[src/rtl/midisynth_pkg.sv]
// Shared constants for the MIDI synth SPI path: frame geometry, command codes, FSM encoding.
// Latency: n/a (package only).
// Backpressure: n/a (package only).
package midisynth_pkg;

    localparam int          FRAME_BITS   = 56;
    localparam logic [5:0]  BIT_CNT_MAX  = 6'd57;
    localparam logic [7:0]  CMD_NOTE_ON  = 8'h90;
    localparam logic [7:0]  CMD_NOTE_OFF = 8'h80;

    localparam logic [1:0]  ST_WAIT_IDLE = 2'd0;
    localparam logic [1:0]  ST_IDLE      = 2'd1;
    localparam logic [1:0]  ST_RECV      = 2'd2;
    localparam logic [1:0]  ST_CHECK     = 2'd3;

    typedef struct packed {
        logic        note_on;
        logic [7:0]  voice;
        logic [31:0] tuning;
        logic [6:0]  velocity;
    } note_msg_t;

    // Frame layout: cmd[55:48] voice[47:40] tuning[39:8] velocity[7:0]
    function automatic logic frame_ok(input logic [5:0] cnt, input logic [FRAME_BITS-1:0] sr);
        return (cnt == 6'(FRAME_BITS)) &&
               ((sr[55:48] == CMD_NOTE_ON) || (sr[55:48] == CMD_NOTE_OFF)) &&
               !sr[7];
    endfunction

    function automatic note_msg_t frame_decode(input logic [FRAME_BITS-1:0] sr);
        note_msg_t m;
        m.note_on  = (sr[55:48] == CMD_NOTE_ON);
        m.voice    = sr[47:40];
        m.tuning   = sr[39:8];
        m.velocity = sr[6:0];
        return m;
    endfunction

endpackage

[src/rtl/spi_sync.sv]
// Multi-flop synchronizer for one asynchronous pin plus rise/fall edge detection.
// Latency: SYNC_STAGES cycles to level, edges flagged in the same cycle the level changes.
// Backpressure: none; free-running sampler.
module spi_sync #(
    parameter int SYNC_STAGES = 2
) (
    input  logic i_clk,
    input  logic i_reset,
    input  logic i_pin,
    output logic o_level,
    output logic o_rise,
    output logic o_fall
);

    logic [SYNC_STAGES-1:0] sync_q;
    logic                   prev_q;

    always_ff @(posedge i_clk) begin
        if (i_reset) begin
            sync_q <= '0;
            prev_q <= 1'b0;
        end else begin
            sync_q <= {sync_q[SYNC_STAGES-2:0], i_pin};
            prev_q <= sync_q[SYNC_STAGES-1];
        end
    end

    assign o_level = sync_q[SYNC_STAGES-1];
    assign o_rise  = o_level & ~prev_q;
    assign o_fall  = ~o_level & prev_q;

endmodule

[src/rtl/spi_note_receiver.sv]
// SPI mode-0 slave receiving 7-byte note messages and presenting them on registered outputs.
// Latency: flag/error one cycle after the CHECK state, which follows the synchronized CS rise.
// Backpressure: none; the SPI master must respect frame format and minimum clock ratio.
module spi_note_receiver
    import midisynth_pkg::*;
#(
    parameter int SYNC_STAGES   = 2,
    parameter int CLK_RATIO_MIN = 8
) (
    input  logic        i_clk,
    input  logic        i_reset,
    input  logic        i_sclk,
    input  logic        i_cs_n,
    input  logic        i_mosi,
    output logic        o_SPI_note_status,
    output logic [7:0]  o_SPI_voice_index,
    output logic [31:0] o_SPI_tuning_code,
    output logic [6:0]  o_SPI_velocity,
    output logic        o_SPI_flag,
    output logic        o_frame_error
);

    logic sclk_level, sclk_rise, sclk_fall;
    logic cs_level, cs_rise, cs_fall;
    logic mosi_level, mosi_rise, mosi_fall;

    spi_sync #(.SYNC_STAGES(SYNC_STAGES)) u_sync_sclk (
        .i_clk(i_clk), .i_reset(i_reset), .i_pin(i_sclk),
        .o_level(sclk_level), .o_rise(sclk_rise), .o_fall(sclk_fall)
    );

    spi_sync #(.SYNC_STAGES(SYNC_STAGES)) u_sync_cs (
        .i_clk(i_clk), .i_reset(i_reset), .i_pin(i_cs_n),
        .o_level(cs_level), .o_rise(cs_rise), .o_fall(cs_fall)
    );

    spi_sync #(.SYNC_STAGES(SYNC_STAGES)) u_sync_mosi (
        .i_clk(i_clk), .i_reset(i_reset), .i_pin(i_mosi),
        .o_level(mosi_level), .o_rise(mosi_rise), .o_fall(mosi_fall)
    );

    logic unused_edges;
    assign unused_edges = ^{sclk_level, sclk_fall, mosi_rise, mosi_fall};

    logic [1:0]            state;
    logic [5:0]            bit_cnt;
    logic [FRAME_BITS-1:0] shreg;
    note_msg_t             msg;

    assign msg = frame_decode(shreg);

    always_ff @(posedge i_clk) begin
        if (i_reset) begin
            state             <= ST_WAIT_IDLE;
            bit_cnt           <= '0;
            shreg             <= '0;
            o_SPI_note_status <= 1'b0;
            o_SPI_voice_index <= '0;
            o_SPI_tuning_code <= '0;
            o_SPI_velocity    <= '0;
            o_SPI_flag        <= 1'b0;
            o_frame_error     <= 1'b0;
        end else begin
            o_SPI_flag    <= 1'b0;
            o_frame_error <= 1'b0;
            case (state)
                // After reset, leftover bits of an interrupted frame are skipped until CS idles high
                ST_WAIT_IDLE: begin
                    if (cs_level) state <= ST_IDLE;
                end
                ST_IDLE: begin
                    if (cs_fall) begin
                        state   <= ST_RECV;
                        bit_cnt <= '0;
                        shreg   <= '0;
                    end
                end
                ST_RECV: begin
                    if (cs_rise) begin
                        state <= ST_CHECK;
                    end else if (sclk_rise) begin
                        shreg   <= {shreg[FRAME_BITS-2:0], mosi_level};
                        bit_cnt <= (bit_cnt == BIT_CNT_MAX) ? BIT_CNT_MAX : bit_cnt + 6'd1;
                    end
                end
                ST_CHECK: begin
                    if (frame_ok(bit_cnt, shreg)) begin
                        o_SPI_note_status <= msg.note_on;
                        o_SPI_voice_index <= msg.voice;
                        o_SPI_tuning_code <= msg.tuning;
                        o_SPI_velocity    <= msg.velocity;
                        o_SPI_flag        <= 1'b1;
                    end else begin
                        o_frame_error     <= 1'b1;
                    end
                    if (cs_fall) begin
                        state   <= ST_RECV;
                        bit_cnt <= '0;
                        shreg   <= '0;
                    end else begin
                        state   <= ST_IDLE;
                    end
                end
                default: state <= ST_WAIT_IDLE;
            endcase
        end
    end

    // Cycles since the previous synchronized SCLK rise; synchronizer jitter costs up to one cycle
    localparam logic [7:0] SCLK_GAP_MIN = 8'(CLK_RATIO_MIN - 2);
    logic [7:0] sclk_gap;

    always_ff @(posedge i_clk) begin
        if (i_reset)                sclk_gap <= 8'hFF;
        else if (sclk_rise)         sclk_gap <= 8'd0;
        else if (sclk_gap != 8'hFF) sclk_gap <= sclk_gap + 8'd1;
    end

    a_sclk_ratio: assert property (@(posedge i_clk) disable iff (i_reset)
        (state == ST_RECV && sclk_rise) |-> (sclk_gap >= SCLK_GAP_MIN));

    a_strobe_excl: assert property (@(posedge i_clk) disable iff (i_reset)
        !(o_SPI_flag && o_frame_error));

endmodule

[config.mk]
export PLATFORM = sky130hd
export DESIGN_NAME = spi_note_receiver
export DESIGN_NICKNAME = d
export VERILOG_FILES = /design/src/rtl/midisynth_pkg.sv /design/src/rtl/spi_sync.sv /design/src/rtl/spi_note_receiver.sv
export SDC_FILE = /design/constraint.sdc
export NUM_CORES = 1
export LEC_CHECK = 0
export BUFFER_PORTS_ARGS = -buffer_cell sky130_fd_sc_hd__buf_2
export CORE_AREA = 8 8 136 87
export CTS_BUF_LIST = sky130_fd_sc_hd__clkbuf_4
export DETAILED_ROUTE_END_ITERATION = 7
export DIE_AREA = 0 0 144 95
export GPL_ROUTABILITY_DRIVEN = 0
export PLACE_DENSITY = 0.72
export SYNTH_ARGS = -nofsm -noshare
export SYNTH_HDL_FRONTEND = slang
export SYNTH_SLANG_ARGS = --single-unit
[constraint.sdc]
create_clock -name i_clk -period 2.15 [get_ports i_clk]
set_clock_uncertainty 0.2 [all_clocks]
set_input_delay 0.1075 -clock i_clk [delete_from_list [all_inputs] [get_ports i_clk]]
set_output_delay 0.1075 -clock i_clk [all_outputs]
set_load 0.05 [all_outputs]
# After elaboration in Yosys (flattened, before gate mapping)
# Cells that the tools add are included.
[word_totals] inputBits=5 output_inout_bits=50 register_bits=122
[classes] n_bitwise=7 muxes=16 n_eq_ne=13 reduce_logical=11 add_sub_neg=1
[ops] operator="$mux 56" n=3
[ops] operator="$pmux 56 s2" n=1
[ops] operator="$mux 6" n=4
[ops] operator="$eq 8x8->1 const B" n=2
[ops] operator="$eq 6x6->1 const B" n=2
[ops] operator="$pmux 6 s2" n=1
[ops] operator="$mux 2" n=4
[ops] operator="$ne 2x2->1 const B" n=4
[ops] operator="$pmux 2 s4" n=1
[ops] operator="$add 6x1->6 const B" n=1
[ops] operator="$eq 2x2->1 const B" n=2
[ops] operator="$ne 2x1->1 const B" n=2
[ops] operator="$not 1->1" n=4
[ops] operator="$reduce_and 4->1" n=1
[ops] operator="$reduce_or 2->1" n=2
[ops] operator="$and 1x1->1" n=3
[ops] operator="$reduce_and 3->1" n=1
[ops] operator="$eq 2x1->1 const B" n=1
[ops] operator="$logic_and 1x1->1" n=2
[ops] operator="$logic_not 2->1" n=1
[ops] operator="$mux 1" n=2
[ops] operator="$reduce_and 2->1" n=1
[ops] operator="$reduce_bool 2->1" n=1
[ops] operator="$logic_not 1->1" n=1
[ops] operator="$logic_or 1x1->1" n=1

# Longest topological paths before layout
[logic_depth] word_depth=5 mapped_depth=8 ltp_nobuf=6

# Modules after synthesis
# A second synthesis with hierarchy kept.
[unflattened] hier_cells=549 hier_area_um2=5009.8
[by_module_without_submodules] mod="spi_note_receiver" area_per_inst_um2=4735.8 cells_per_inst=525 instances=1
[by_module_without_submodules] mod="spi_sync" area_per_inst_um2=91.3 cells_per_inst=8 instances=3

# Worst setup path before layout
# No wires, ideal clock.
[synth_timing] path_kind="register to register" startpoint="register bit_cnt[0]" endpoint="register o_SPI_note_status" arrival_ns=1.397 setup_slack_ns=0.481 stages_incl_launch_ff=9 synth_period_minus_slack_ns=1.669 n_path_buf=2 required_ns=1.878 cell_sequence="dfxtp_1 inv_1 ha_1 nor2b_1 nand4_2 nor2_4 buf_6 buf_12 mux2i_1"
[synth_between] elab_chain_cells=4
[synth_lines] item="start, declared" line="spi_note_receiver.sv:46" rtl="logic [5:0] bit_cnt;"
[synth_lines] item="start signal, assigned" line="spi_note_receiver.sv:83" rtl="bit_cnt <= (bit_cnt == BIT_CNT_MAX) ? BIT_CNT_MAX : bit_cnt + 6'd1;"
[synth_lines] item="$eq 6x6->1" line="midisynth_pkg.sv:25" rtl="return (cnt == 6'(FRAME_BITS)) &&"
[synth_lines] item="$logic_and 1x1->1" line="midisynth_pkg.sv:25"
[synth_lines] item="$logic_and 1x1->1" line="midisynth_pkg.sv:26" rtl="((sr[55:48] == CMD_NOTE_ON) || (sr[55:48] == CMD_NOTE_OFF)) &&"
[synth_lines] item="$reduce_and 2->1 (no line)"
[synth_lines] item="end signal, assigned" line="spi_note_receiver.sv:88" rtl="o_SPI_note_status <= msg.note_on;"
[synth_lines] item="end, declared" line="spi_note_receiver.sv:15" rtl="output logic o_SPI_note_status,"
# No other way between the ends.
# A chain may end at the register's enable or synchronous reset.

# Worst setup path in the final report
[layout_timing] startpoint="register bit_cnt[3]" endpoint="register o_SPI_tuning_code[19]"
[layout_between] elab_chain_cells=4
[layout_lines] item="$eq 6x6->1" line="midisynth_pkg.sv:25"
[layout_lines] item="$logic_and 1x1->1" line="midisynth_pkg.sv:25"
[layout_lines] item="$logic_and 1x1->1" line="midisynth_pkg.sv:26"
[layout_lines] item="$reduce_and 2->1 (no line)"
[layout_lines] item="end signal, assigned" line="spi_note_receiver.sv:90" rtl="o_SPI_tuning_code <= msg.tuning;"
[layout_lines] item="end, declared" line="spi_note_receiver.sv:17" rtl="output logic [31:0] o_SPI_tuning_code,"
# No other way between the ends.

==> metrics.md <==
| Metric | Value |
|---|---|
| Number of buffers created by CTS | 17 |
| Required @ worst endpoint | about 2.4 ns |
| Share of total power in the clock network | between 30% and 40% |
| Sw frac | between 20% and 30% |
| Outcome | complete, no violations |
| Post-synthesis sequential element count | 122 |
| Area share of the largest cell type after synthesis | 51.3% |
| Most common cell in the synthesized netlist | sky130_fd_sc_hd__dfxtp_1 |
| Area contributors post-synth | sky130_fd_sc_hd__dfxtp_1 51%, sky130_fd_sc_hd__nand2b_1 13%, sky130_fd_sc_hd__mux2i_1 10% |
| Overall Global Routing Usage | ~14% |
| Total of max-cap violations | 0 |
| Design internal power | approximately 3.0 mW |
| DR pass1 iterations | 5 |
| Final hold violation count | 0 |
| NumNets Final | between 500 and 600 |
| Net switching component of the power | slightly above 0.8 mW |
| Sum of overflow across all layers after global routing | 0 |
| Effective utilization at floorplan | between 40 and 50% |
| Classification of the worst-slack hold path | in2reg |
| Number of top-level pins | 55 |
| Global-route wire length before repair | ~15000 µm |
| Maximum clock path buffer count | 2 |
| Aggregate negative setup slack | 0 ns |
| Worst reg2reg endpoint | o_SPI_tuning_code[19] |
| Power per cell area | 704 nW/µm² |
| Detailed-routing wirelength on met1 | roughly 4200 µm |
| Mean post-synth cell area | 9.97 µm² |
| Count of flip-flops with a built-in enable after synthesis | 0 |
| Met3 Wirelength | around 520 µm |
| Die X | around 140 µm |
| Number of antenna violations at the first check in global routing | 0 |
| Signed area change from the synthesized netlist to the final layout | 13.3% |
| Final worst path period share | 89.0% |
| Buffers on Ports | 54 |
| Worst rel slew slack | about 71% |
| Via density per instance | 5.02 |
| Comb power frac | between 2 and 3% |
| Final antenna-violating net count | 0 |
| Type of element capturing the critical path | register |
| Vias in the first global route | 3293 |
| Share of final-layout standard cells stronger than drive strength 1 | about 17% |
| Cell taking the most area after synthesis | sky130_fd_sc_hd__dfxtp_1 |
| Combined area of all synthesized cells | 4760 µm² |
| Number of levels the H-tree was split into | 4 |
| Clock tree from TritonCTS | built |
| Cell variety after synth | 33 |
| Violation count after the first detailed-route iteration | between 200 and 250 |
| Vias | approximately 3400 |
| Slew of the pin with the lowest slew margin | approximately 0.44 ns |
| Clock latency on the worst-skew pair | 0.50 ns |
| Clock root buffer master | sky130_fd_sc_hd__clkbuf_4 |
| Static Leak | just under 2 nW |
| Core Area | between 9000 and 10000 µm² |
| DRC errors left | 0 |
| Met2 wire len | around 4000 µm |
| Launch instance of the worst register-to-register path | bit_cnt[3] |
| Post-layout utilization of the core | approximately 56% |
| Data arrival time of the critical path | ~2.1 ns |
| # clock sinks | between 100 and 150 |
| Total of cells resized after clock tree synthesis | 0 |
| Die height | ~95 µm |
| Highest metal used | met4 |
| Antenna Diode Count | 0 |
| Share of the yosys chip area belonging to registers | between 50% and 60% |
| Total Routed Length | about 9000 µm |
| Maximum net fanout on the critical path | 48 |
| Critical Path Source Type | register |
| Yosys Warn Count | 0 |
| Row Count | 28 |
| Peak VDD IR | between 0.3 and 0.4 mV |
| RSZ-0062 raised after global routing | false |
| Post-Synthesis Cells | between 400 and 500 |
| Nets in the synthesized netlist | a little under 500 |
| Destination of the critical timing path | o_SPI_tuning_code[19] |
| Die ar. | roughly 14000 µm² |
| Hpwl dp | approximately 5600 µm |
| Slew Viols, Final | 0 |
| Crit path time final | between 1.5 and 2 ns |
| Top FF cell, synth | sky130_fd_sc_hd__dfxtp_1 |
| Post-synth top cells | 122 x sky130_fd_sc_hd__dfxtp_1, 97 x sky130_fd_sc_hd__nand2b_1, 58 x sky130_fd_sc_hd__nor2_1 |
| Maximum frequency from static timing analysis | 523 MHz |
| Beginning of the critical path | bit_cnt[3] |
| R2R cell count | 5 |
| Internal reg-to-reg setup slack | approximately 0.24 ns |
| Seq pwr share | 59.7% |
| Routed wire per std cell | ~13 µm |
| Clock-pin slew on the worst setup and hold paths | around 0.090 ns |
| Maximum number of pins on one net before global-route repair | 62 |
| Type of the setup path with the least slack | reg2reg |
| Final setup vio count | 0 |
| Fraction of registers with async set or reset after synthesis | 0% |
worst min path at each step:
stage           start               endpoint  slack (ns)  depth (start not counted)
2_1_floorplan  i_cs_n    u_sync_cs.sync_q[0]        0.04                          1
3_3_place_gp   i_cs_n    u_sync_cs.sync_q[0]        0.12                          2
3_5_place_dp   i_cs_n    u_sync_cs.sync_q[0]        0.13                          2
4_1_cts        i_cs_n    u_sync_cs.sync_q[0]        0.11                          3
5_1_grt        i_mosi  u_sync_mosi.sync_q[0]        0.12                          3
6_report       i_mosi  u_sync_mosi.sync_q[0]        0.16                          3
cell type report:
type | count | area, µm²
Tap cell | 135 | 169
Fill cell | 885 | 4310
Inverter | 2 | 7.51
Timing Repair Buffer | 64 | 420
Clock buffer | 18 | 135
Sequential cell | 122 | 2440
Clock inverter | 13 | 110
Multi-Input combinational cell | 317 | 2110
layer usage:
metal	up-vias	GRT usage (%)
met5	-	0
met4	0	5.40
met3	15	5.24
met2	63	22.8
met1	1576	16.2
li1	1717	-
timing repair:
action	4_1_cts	5_1_grt
hold buffers	4	0
buffers inserted	0	0
endpoints found under the hold margin	50	0
stage by stage:
step	cells	power (mW)	hold slack, ns	cell area, µm²	worst slack [ns]
after global routing	671	3.98	0.117	5400	0.113
after floorplan	478	2.39	0.0357	4760	0.481
after global placement	636	2.41	0.120	5110	0.324
after CTS	671	3.86	0.109	5400	0.254
final	671	3.80	0.162	5400	0.237
after detailed placement	636	2.41	0.128	5110	0.270
registers in the layout, summed over array words and instances (netlist names):
register,count
bit_cnt,6
o_SPI_flag,1
o_SPI_note_status,1
o_SPI_tuning_code,32
o_SPI_velocity,7
o_SPI_voice_index,8
o_frame_error,1
shreg,56
state,2
u_sync_cs.prev_q,1
u_sync_cs.sync_q,2
u_sync_mosi.sync_q,2
u_sync_sclk.prev_q,1
u_sync_sclk.sync_q,2
critical path, cell delays in order (launching register included):
cell and delay [ns]:
sky130_fd_sc_hd__dfxtp_1 0.41, sky130_fd_sc_hd__and4b_1 0.34, sky130_fd_sc_hd__nand4_2 0.17, sky130_fd_sc_hd__nor2_4 0.14, sky130_fd_sc_hd__buf_12 0.30, sky130_fd_sc_hd__mux2i_1 0.24
kinds of logic (layout without fill, tap and decap cells):
logic type	Yosys count	count (layout)	synth area share, %
DFF	122	122	51.3
AOI/OAI and AO/OA	75	75	11.1
and+or+nand+nor	191	191	22.2
muxes	48	48	10.1
buffers and inverters	39	97	4.52
adders and majority gates	3	3	0.788
cell usage in the layout, fill, tap and decap left out:
master	count
sky130_fd_sc_hd__mux2i_1	48
sky130_fd_sc_hd__nor2_1	58
sky130_fd_sc_hd__a211oi_1	1
sky130_fd_sc_hd__ha_1	3
sky130_fd_sc_hd__clkinv_1	6
sky130_fd_sc_hd__bufinv_16	2
sky130_fd_sc_hd__nand2b_1	97
sky130_fd_sc_hd__and4b_1	1
sky130_fd_sc_hd__inv_1	2
sky130_fd_sc_hd__nand4bb_1	1
sky130_fd_sc_hd__buf_4	2
sky130_fd_sc_hd__nand4b_1	1
sky130_fd_sc_hd__o2bb2ai_1	1
sky130_fd_sc_hd__a22oi_1	56
sky130_fd_sc_hd__clkbuf_4	18
sky130_fd_sc_hd__and2_1	2
sky130_fd_sc_hd__nand4_2	1
sky130_fd_sc_hd__buf_12	5
sky130_fd_sc_hd__dfxtp_1	122
sky130_fd_sc_hd__nor4b_2	1
sky130_fd_sc_hd__o21a_2	1
sky130_fd_sc_hd__o21ai_0	6
sky130_fd_sc_hd__nand3b_1	1
sky130_fd_sc_hd__nor3_1	3
sky130_fd_sc_hd__a21oi_1	9
sky130_fd_sc_hd__nor3b_1	2
sky130_fd_sc_hd__nor2b_1	11
sky130_fd_sc_hd__clkinv_2	4
sky130_fd_sc_hd__clkinvlp_4	1
sky130_fd_sc_hd__dlygate4sd3_1	4
sky130_fd_sc_hd__buf_2	53
sky130_fd_sc_hd__nand3_1	3
sky130_fd_sc_hd__a311oi_1	1
sky130_fd_sc_hd__nand2_1	7
sky130_fd_sc_hd__nor2_4	2
power by group through the flow:
stage / logic (mW) / registers (mW) / clock network, mW
2_1_floorplan: 0.0707 / 2.32 / 0
3_3_place_gp: 0.0887 / 2.32 / 0
3_5_place_dp: 0.0901 / 2.32 / 0
4_1_cts: 0.0954 / 2.27 / 1.50
5_1_grt: 0.104 / 2.27 / 1.60
6_report: 0.0943 / 2.27 / 1.44
(Power assumes the default switching activity.)
